<file path="src/rtl/siso_link_arbiter.sv">
// Round-robin arbiter that lends one external SISO shift register to NREQ requesters,
// shifting each granted word through it LSB first and returning the looped-back capture.
module siso_link_arbiter #(
    parameter int NREQ  = 4,
    parameter int WIDTH = 4,
    parameter int DEPTH = 4
) (
    input  logic                      clk,
    input  logic                      rst,
    input  logic [NREQ-1:0]           req,
    input  logic [NREQ*WIDTH-1:0]     req_data,
    output logic [NREQ-1:0]           gnt,
    output logic                      busy,
    output logic                      sr_in,
    input  logic                      sr_out,
    output logic                      done,
    output logic [$clog2(NREQ)-1:0]   done_id,
    output logic [WIDTH-1:0]          rx_data,
    output logic                      err
);

    localparam int IW = $clog2(NREQ);
    localparam int CW = $clog2(WIDTH + DEPTH + 1);
    localparam logic [CW-1:0] FIRST_CAP = CW'(DEPTH);
    localparam logic [CW-1:0] LAST_CNT  = CW'(WIDTH + DEPTH - 1);

    typedef enum logic [1:0] {IDLE, SHIFT, DONE} state_t;

    state_t            state_q;
    logic [IW-1:0]     ptr_q;
    logic [IW-1:0]     id_q;
    logic [CW-1:0]     cnt_q;
    logic [WIDTH-1:0]  tx_q;
    logic [WIDTH-1:0]  sh_q;
    logic [WIDTH-1:0]  rx_q;
    logic [NREQ-1:0]   gnt_q;
    logic              busy_q;
    logic              sr_in_q;
    logic              done_q;
    logic [IW-1:0]     done_id_q;
    logic [WIDTH-1:0]  rx_data_q;
    logic              err_q;

    logic              found_d;
    logic [IW-1:0]     sel_d;
    logic [IW-1:0]     cand;
    logic [WIDTH-1:0]  sel_data;
    logic [WIDTH-1:0]  sh_next;
    logic [WIDTH:0]    rx_ext;
    logic [WIDTH-1:0]  rx_next;

    // Scan starts just after the last winner, so the previous grantee goes last.
    always_comb begin
        found_d = 1'b0;
        sel_d   = '0;
        cand    = '0;
        for (int unsigned i = 1; i <= NREQ; i++) begin
            cand = IW'((32'(ptr_q) + i) % NREQ);
            if (!found_d && req[cand]) begin
                found_d = 1'b1;
                sel_d   = cand;
            end
        end
        sel_data = req_data[32'(sel_d)*WIDTH +: WIDTH];
        sh_next  = sh_q >> 1;
        rx_ext   = {sr_out, rx_q};
        rx_next  = rx_ext[WIDTH:1];
    end

    always_ff @(posedge clk or negedge rst) begin
        if (!rst) begin
            state_q   <= IDLE;
            ptr_q     <= IW'(NREQ - 1);
            id_q      <= '0;
            cnt_q     <= '0;
            tx_q      <= '0;
            sh_q      <= '0;
            rx_q      <= '0;
            gnt_q     <= '0;
            busy_q    <= 1'b0;
            sr_in_q   <= 1'b0;
            done_q    <= 1'b0;
            done_id_q <= '0;
            rx_data_q <= '0;
            err_q     <= 1'b0;
        end else begin
            gnt_q  <= '0;
            done_q <= 1'b0;
            case (state_q)
                IDLE: begin
                    sr_in_q <= 1'b0;
                    if (found_d) begin
                        tx_q    <= sel_data;
                        sh_q    <= sel_data;
                        sr_in_q <= sel_data[0];
                        id_q    <= sel_d;
                        ptr_q   <= sel_d;
                        gnt_q   <= NREQ'(1) << sel_d;
                        cnt_q   <= '0;
                        busy_q  <= 1'b1;
                        state_q <= SHIFT;
                    end
                end
                SHIFT: begin
                    // sh_q drains to zero after WIDTH shifts, padding sr_in with 0s.
                    sh_q    <= sh_next;
                    sr_in_q <= sh_next[0];
                    cnt_q   <= cnt_q + 1'b1;
                    if (cnt_q >= FIRST_CAP) begin
                        rx_q <= rx_next;
                    end
                    if (cnt_q == LAST_CNT) begin
                        done_q    <= 1'b1;
                        done_id_q <= id_q;
                        rx_data_q <= rx_next;
                        err_q     <= (rx_next != tx_q);
                        state_q   <= DONE;
                    end
                end
                DONE: begin
                    sr_in_q <= 1'b0;
                    busy_q  <= 1'b0;
                    state_q <= IDLE;
                end
                default: begin
                    busy_q  <= 1'b0;
                    state_q <= IDLE;
                end
            endcase
        end
    end

    assign gnt     = gnt_q;
    assign busy    = busy_q;
    assign sr_in   = sr_in_q;
    assign done    = done_q;
    assign done_id = done_id_q;
    assign rx_data = rx_data_q;
    assign err     = err_q;

endmodule

</file>
<file path="config.mk">
export PLATFORM = sky130hd
export DESIGN_NAME = siso_link_arbiter
export DESIGN_NICKNAME = d
export VERILOG_FILES = /design/src/rtl/siso_link_arbiter.sv
export SDC_FILE = /design/constraint.sdc
export NUM_CORES = 1
export LEC_CHECK = 0
export CORE_MARGIN = 10
export CORE_UTILIZATION = 45
export CTS_CLUSTER_DIAMETER = 150
export DETAILED_ROUTE_END_ITERATION = 7
export GPL_ROUTABILITY_DRIVEN = 0
export GPL_TIMING_DRIVEN = 1
export PLACE_DENSITY = 0.85
export SYNTH_ARGS = -nofsm -noshare
export SYNTH_HDL_FRONTEND = slang
export SYNTH_SLANG_ARGS = --single-unit
</file>
<file path="constraint.sdc">
create_clock -name clk -period 1.8 [get_ports clk]
set_input_delay 0.27 -clock clk [delete_from_list [all_inputs] [get_ports clk]]
set_output_delay 0.27 -clock clk [all_outputs]
set_load 0.05 [all_outputs]
</file>
# After elaboration in Yosys (flattened, before gate mapping)
# Cells that the tools add are included.
[totals]
register_bits = 36
input_bits = 23
out_inout_bits = 14
wordCells = 79
[op_classes]
addsub = 5
order_cmp = 5
eq_ne = 6
shift = 2
muxes = 31
n_bitwise = 1
reduce_logical = 15
[op_table]
columns = ["operator", "n"]
rows = [
  ["4-bit 2-to-1 mux", 4],
  ["4-bit one-hot mux with 2 select lines", 2],
  ["16-bit by 5-bit indexed part select with 4-bit output", 1],
  ["2-bit by 3-bit < comparator with 1-bit output, second input constant", 4],
  ["1-bit 2-to-1 mux", 12],
  ["2-bit 2-to-1 mux", 6],
  ["2-bit AND reduction", 6],
  ["1-bit binary-select mux with 2-bit select", 4],
  ["2-bit by 1-bit adder with 2-bit output, second input constant", 2],
  ["2-bit adder, second input constant", 2],
  ["4-bit by 1-bit adder with 4-bit output, second input constant", 1],
  ["4-bit by 3-bit == test with 1-bit output, second input constant", 1],
  ["4-bit by 3-bit >= comparator with 1-bit output, second input constant", 1],
  ["2-bit inequality test, second input constant", 2],
  ["4-bit inequality test", 1],
  ["2-bit one-hot mux with 2 select lines", 1],
  ["1-bit by 2-bit << shifter with 4-bit output, first input constant", 1],
  ["1-bit logical AND", 3],
  ["1-bit logical NOT", 3],
  ["1-bit one-hot mux with 3 select lines", 1],
  ["3-bit nonzero test", 1],
  ["2-bit by 1-bit == test with 1-bit output, second input constant", 1],
  ["2-bit == test, second input constant", 1],
  ["2-bit logical NOT", 1],
  ["other kinds (3)", 3],
]

# Longest topological paths before layout
[logic_depth]
ltp_word = 16
depth_mapped = 8
depth_no_buf = 6

# Worst setup path before layout
# OpenSTA, ideal clock, no wires.
[synth_path]
kind = "register to register"
startpoint = "register ptr_q[0]"
endpoint = "register sr_in_q, in the netlist sr_in"
setup_ns = 0.104
t_arrival_ns = 1.695
required_time_ns = 1.696
setup_slack_ns = 0.001
stages_incl_launch_ff = 8
n_path_buf = 1
synth_period_minus_slack_ns = 1.799
path_cell_list = "dfstp_2 > nor2b_4 > o21a_1 > nor3_2 > buf_6 > mux2i_1 > mux2_2 > o41ai_2"
[synth_between]
elab_chain_cells = 16
word_cells_on_any_way = 29
cone_classes = "4 x add/sub; 1 x shift; 18 x mux; 6 x reduce/logical"
[synth_lines]
columns = ["element", "line", "text"]
rows = [
  ["start, declared", "30", "logic [IW-1:0] ptr_q;"],
  ["start signal, assigned", "73", "ptr_q <= IW'(NREQ - 1);"],
  ["start signal, assigned", "97", "ptr_q <= sel_d;"],
  ["2-bit by 1-bit adder with 2-bit output", "58", "cand = IW'((32'(ptr_q) + i) % NREQ);"],
  ["1-bit binary-select mux with 2-bit select", "59", "if (!found_d && req[cand]) begin"],
  ["1-bit 2-to-1 mux (implied by the code)", "59", ""],
  ["1-bit 2-to-1 mux", "59", ""],
  ["1-bit logical NOT", "59", ""],
  ["1-bit logical AND", "59", ""],
  ["1-bit 2-to-1 mux", "59", ""],
  ["1-bit logical NOT", "59", ""],
  ["1-bit logical AND", "59", ""],
  ["1-bit 2-to-1 mux", "59", ""],
  ["1-bit logical NOT", "59", ""],
  ["1-bit logical AND", "59", ""],
  ["2-bit 2-to-1 mux", "59", ""],
  ["16-bit by 5-bit indexed part select with 4-bit output", "64", "sel_data = req_data[32'(sel_d)*WIDTH +: WIDTH];"],
  ["1-bit 2-to-1 mux *", "92", "if (found_d) begin"],
  ["1-bit one-hot mux with 3 select lines *", "89", "case (state_q)"],
  ["end signal, assigned", "95", "sr_in_q <= sel_data[0];"],
  ["end signal, assigned", "107", "sr_in_q <= sh_next[0];"],
  ["end, declared", "38", "logic sr_in_q;"],
]
# Mark *: on every way between the ends. The rest lies on a longest branch, timed or not. The select of a mux whose other input is x is not followed.
# A chain may end at the register's enable or synchronous reset.

# Worst setup path in the final report
# Same ends and word-level chain as after synthesis.

==> results.txt <==
- Status: finished with violations
- The checks that failed: negative setup slack.
- Leading register cell type out of synthesis: sky130_fd_sc_hd__dfrtp_1
* Total Die Area: 6760 um^2
- Count of input and output buffers: 36
* Peak per-stage delay on the critical path: 0.58 ns
- Headroom to the max-slew limit came out at 66.8%.
* Post-route ant nets: 0
- The library cell used most frequently in the layout, excluding fill and tap cells, is sky130_fd_sc_hd__dfrtp_1.
- Placed cell areas: approximately 2300 um^2
* FF-to-FF Start: ptr_q[0]$_DFFE_PN1P_
* Vertical die dimension: 82.2 um
- For this run, the top clock speed supported by timing is between 500 and 600 MHz.
* DPL Wire Length: 3210 um
- Buffers inserted to repair hold after CTS numbered 0.
* Multiplexer fraction of the synthesized cell area: between 8 and 9%
- Summed over all nets, the switching power comes to 0.00200 W.
- Proportion of register bits with asynchronous set or reset after synthesis: 100%
- Power comes to 0.00462 W.
- At the pin with the least slew margin, the transition time is roughly 0.50 ns.
- Number of maximum-capacitance constraint violations: 0
- Post-Place Cells: 279
- Reported leakage power: between 1 and 1.5 nW
- The number of antenna diodes in the final layout is 0.
* Antenna violations before repair: 0
- The kind of cell with the highest combined delay along the critical path is flip-flops.
- Total buffers and inverters traversed by the critical path: 1
- Capturing element type of the critical path: register
* Share of Yosys cell area claimed by the top area cell type: about 46%
- By area, the combinational part of the netlist is dominated by simple AND/OR/NAND/NOR gates.
- Synthesized-area fraction occupied by and/or/nand/nor cells: between 15 and 20%
- STA classifies the critical path startpoint as a register.
- CTS H-Tree Depth: 2
* Clock power frac: 12.4%
* Final setup viols: 1
* Instance count of the mapped netlist: 176
* Arr. time, crit path: roughly 2.0 ns
- Cell depth of the worst flop-to-flop path: 7
- The smallest clock period supported by the final layout is computed as 1.81 ns.
* Number of gates on the worst path with buffers counted: 7
* Wire length per cell: 15.7 um
- Placement-stage worst setup slack: -0.745 ns
- The setup check on the worst reg-to-reg path leaves a slack of -0.01 ns.
* Number of sinks handled by clock tree synthesis: 34
- Initial core utilization: 46.9%
* Power share of the sequential group: 30.6%
* Starting DRC count in detailed routing: 74
- The worst path uses 101% of the clock period.
- In this run switching power makes up 43.3% of total power.
- Synth Cell Area: 1740 um^2
- In this run the worst path has a maximum fanout of 7.
- Slew Viols, Final: 0
- Number of remaining DRC errors: 0
- Mean area per synthesized cell: slightly below 10 um^2
* Endpoints failing hold: 0
- Via count of the first global-routing pass: 1506
- Setup WS post-layout: -0.0106 ns
- The synthesized design contains 34 register bits.
- The final route contains 1577 vias.
- Clock network latency to the later pin of the worst-skew pair: around 0.28 ns
- Number of placement rows: 22
- XOR/XNOR Fraction of Synth Area: between 2 and 3%
* Maximum number of pins on one net before global-route repair: 35
- Summing the areas of all compound-gate instances in the mapped netlist gives between 15 and 20% of the synthesized area.
- Portion of the post-synthesis area used by sequential elements: around 50%
* Min-Delay Path Class: in2async
- Maximum clock path buffer count: 2
- On the critical path, the stage with the largest delay is an instance of sky130_fd_sc_hd__dfstp_2.
- Synthesized net count: 203
- Arithmetic-cell share of the synthesized area counting full adders, half adders and majority gates: under 10%
* Setup TNS: -0.0106 ns
- Number of flops mapped to enable cells by yosys: 0
* Worst-case vdd ir drop: 0.937 mV
* Area of all placed cells without fillers: ~2500 um^2
- Combinational group share of total power: 57.0%
- P&R area growth vs syn: 44.5%
* Chip Width: 82.2 um
- Largest area contributor in the synthesized netlist: sky130_fd_sc_hd__dfrtp_1
* First-pass GRT wire length: 6820 um
* Boundary Pins: 37
* Fraction of final layout cells sized beyond drive strength 1: 24.7%
- For the worst setup path, the data required time is 1.98 ns.
* Number of buffers created by CTS: 5
- Clock skew on the completed layout was measured at 0.00344 ns.
- Setup repair after global routing could not meet its margin everywhere.
- Most used cells in the layout excluding fill and tap cells: sky130_fd_sc_hd__dfrtp_1 (32), sky130_fd_sc_hd__buf_4 (31), sky130_fd_sc_hd__clkdlybuf4s50_1 (29), sky130_fd_sc_hd__nand2_1 (25), sky130_fd_sc_hd__o21ai_0 (12)
- CP Cell Sequence: nor2b_4 -> o21a_1 -> nor3_4 -> buf_12 -> mux2i_2 -> mux2_4 -> o41ai_2
- The critical path ends at sr_in$_DFFE_PN0P_.
* Power density of the placed cells: between 1500 and 2000 nW/um^2
* Post-DR vias/cell: approximately 5.4
- Cell at the root of the clock tree: sky130_fd_sc_hd__clkbuf_8
- NumNets Final: ~270
* TritonCTS clock tree: yes
* Final global-route overflow total: 0
- Detailed Routing Iterations Pass 1: 4
- Design internal power: 0.00262 W
- Yosys warning total: 0
- Dominant cells by area after synthesis: sky130_fd_sc_hd__dfrtp_1 (46%), sky130_fd_sc_hd__mux2i_1 (5.7%), sky130_fd_sc_hd__nand2_1 (5.4%), sky130_fd_sc_hd__o21ai_0 (5.2%), sky130_fd_sc_hd__mux2_2 (3.2%)
- The worst register-to-register path ends at sr_in$_DFFE_PN0P_.
* Number of cells in the finished layout apart from fillers: between 200 and 300
* Clock-pin slew on the worst setup and hold paths: about 0.07 ns
* Tot GR Track Use: roughly an eighth
* Worst setup path class: reg2reg
* Area of the core: 3720 um^2
- In this run the worst setup path begins at ptr_q[0]$_DFFE_PN1P_.
- Wires add up to 4570 um.
- The netlist uses 36 different library cells.
==> cell type report <==
type / instances / area [um^2]
Tap cell: 48 / 60.1
Clock inverter: 1 / 5.00
Clock buffer: 7 / 86.3
Sequential cell: 34 / 853
Multi-Input combinational cell: 131 / 901
Fill cell: 294 / 1200
Timing Repair Buffer: 66 / 598
Inverter: 4 / 15.0
==> metal layers <==
layer	vias to the layer above	track usage (%)	routed length, um
met5	-	0	0
met4	0	6.97	125
met3	14	5.40	407
met2	52	20.0	2200
met1	752	15.0	1840
li1	759	-	-
==> cells in the mapped netlist, types with 2 or more instances <==
cell,n
sky130_fd_sc_hd__a21o_1,3
sky130_fd_sc_hd__ha_1,4
sky130_fd_sc_hd__and2_1,3
sky130_fd_sc_hd__o21a_1,2
sky130_fd_sc_hd__mux2_2,5
sky130_fd_sc_hd__nand2b_1,4
sky130_fd_sc_hd__xor2_1,5
sky130_fd_sc_hd__nand3b_1,2
sky130_fd_sc_hd__o21ai_0,18
sky130_fd_sc_hd__a22o_1,2
sky130_fd_sc_hd__o22a_1,2
sky130_fd_sc_hd__a21oi_1,10
sky130_fd_sc_hd__mux2i_1,10
sky130_fd_sc_hd__nand3_1,5
sky130_fd_sc_hd__dfstp_2,2
sky130_fd_sc_hd__nor3b_1,2
sky130_fd_sc_hd__dfrtp_1,32
sky130_fd_sc_hd__a31oi_1,3
sky130_fd_sc_hd__nor3_1,4
sky130_fd_sc_hd__clkbuf_1,6
sky130_fd_sc_hd__inv_1,4
sky130_fd_sc_hd__nor2_1,10
sky130_fd_sc_hd__nand2_1,25
==> sequential cells by signal, indices dropped and copies added (netlist names) <==
signal / cells
rx_data: 4
rx_q: 3
sh_q: 3
sr_in: 1
gnt: 4
cnt_q: 4
done: 1
tx_q: 4
id_q: 2
done_id: 2
ptr_q: 2
err: 1
state_q: 2
busy: 1
==> power groups by stage <==
stage	Clock, W	Sequential, W	Combinational [W]
after CTS	0.000586	0.00141	0.00254
after global placement	0	0.00140	0.00235
after global routing	0.000617	0.00146	0.00284
after floorplan	0	0.00180	0.00120
after detailed placement	0	0.00142	0.00243
final	0.000572	0.00141	0.00263
==> worst min-delay path by stage <==
stage / endpoint / slack, ns
finish: rx_data[1]$_DFFE_PN0P_ / 0.40
global route: rx_data[3]$_DFFE_PN0P_ / 0.44
CTS: rx_data[3]$_DFFE_PN0P_ / 0.40
detailed placement: rx_data[3]$_DFFE_PN0P_ / 0.46
global placement: done_id[1]$_DFFE_PN0P_ / 0.46
floorplan: busy$_DFFE_PN0P_ / -0.03
==> per-stage QoR <==
step | utilization [%] | hold WS, ns
after floorplan | - | -0.0256
after global placement | 62.2 | 0.456
after detailed placement | 62.2 | 0.462
after CTS | 66.4 | 0.404
after global routing | 67.8 | 0.443
final | 67.8 | 0.396
==> what timing repair did <==
item	CTS	global route
gates resized for setup	9	14
cloned	0	0
setup endpoints to repair	8	9
pin swaps	2	5
setup buffers	2	2
==> kinds of logic (layout without fill, tap and decap cells) <==
kind of cell / count (synthesis) / after routing
simple gates: 62 / 62
compound gates: 45 / 45
flops: 34 / 34
mux: 15 / 15
buf+inv: 11 / 78
xor+xnor: 5 / 5
fa+ha+maj: 4 / 4
(Power assumes the default switching activity.)
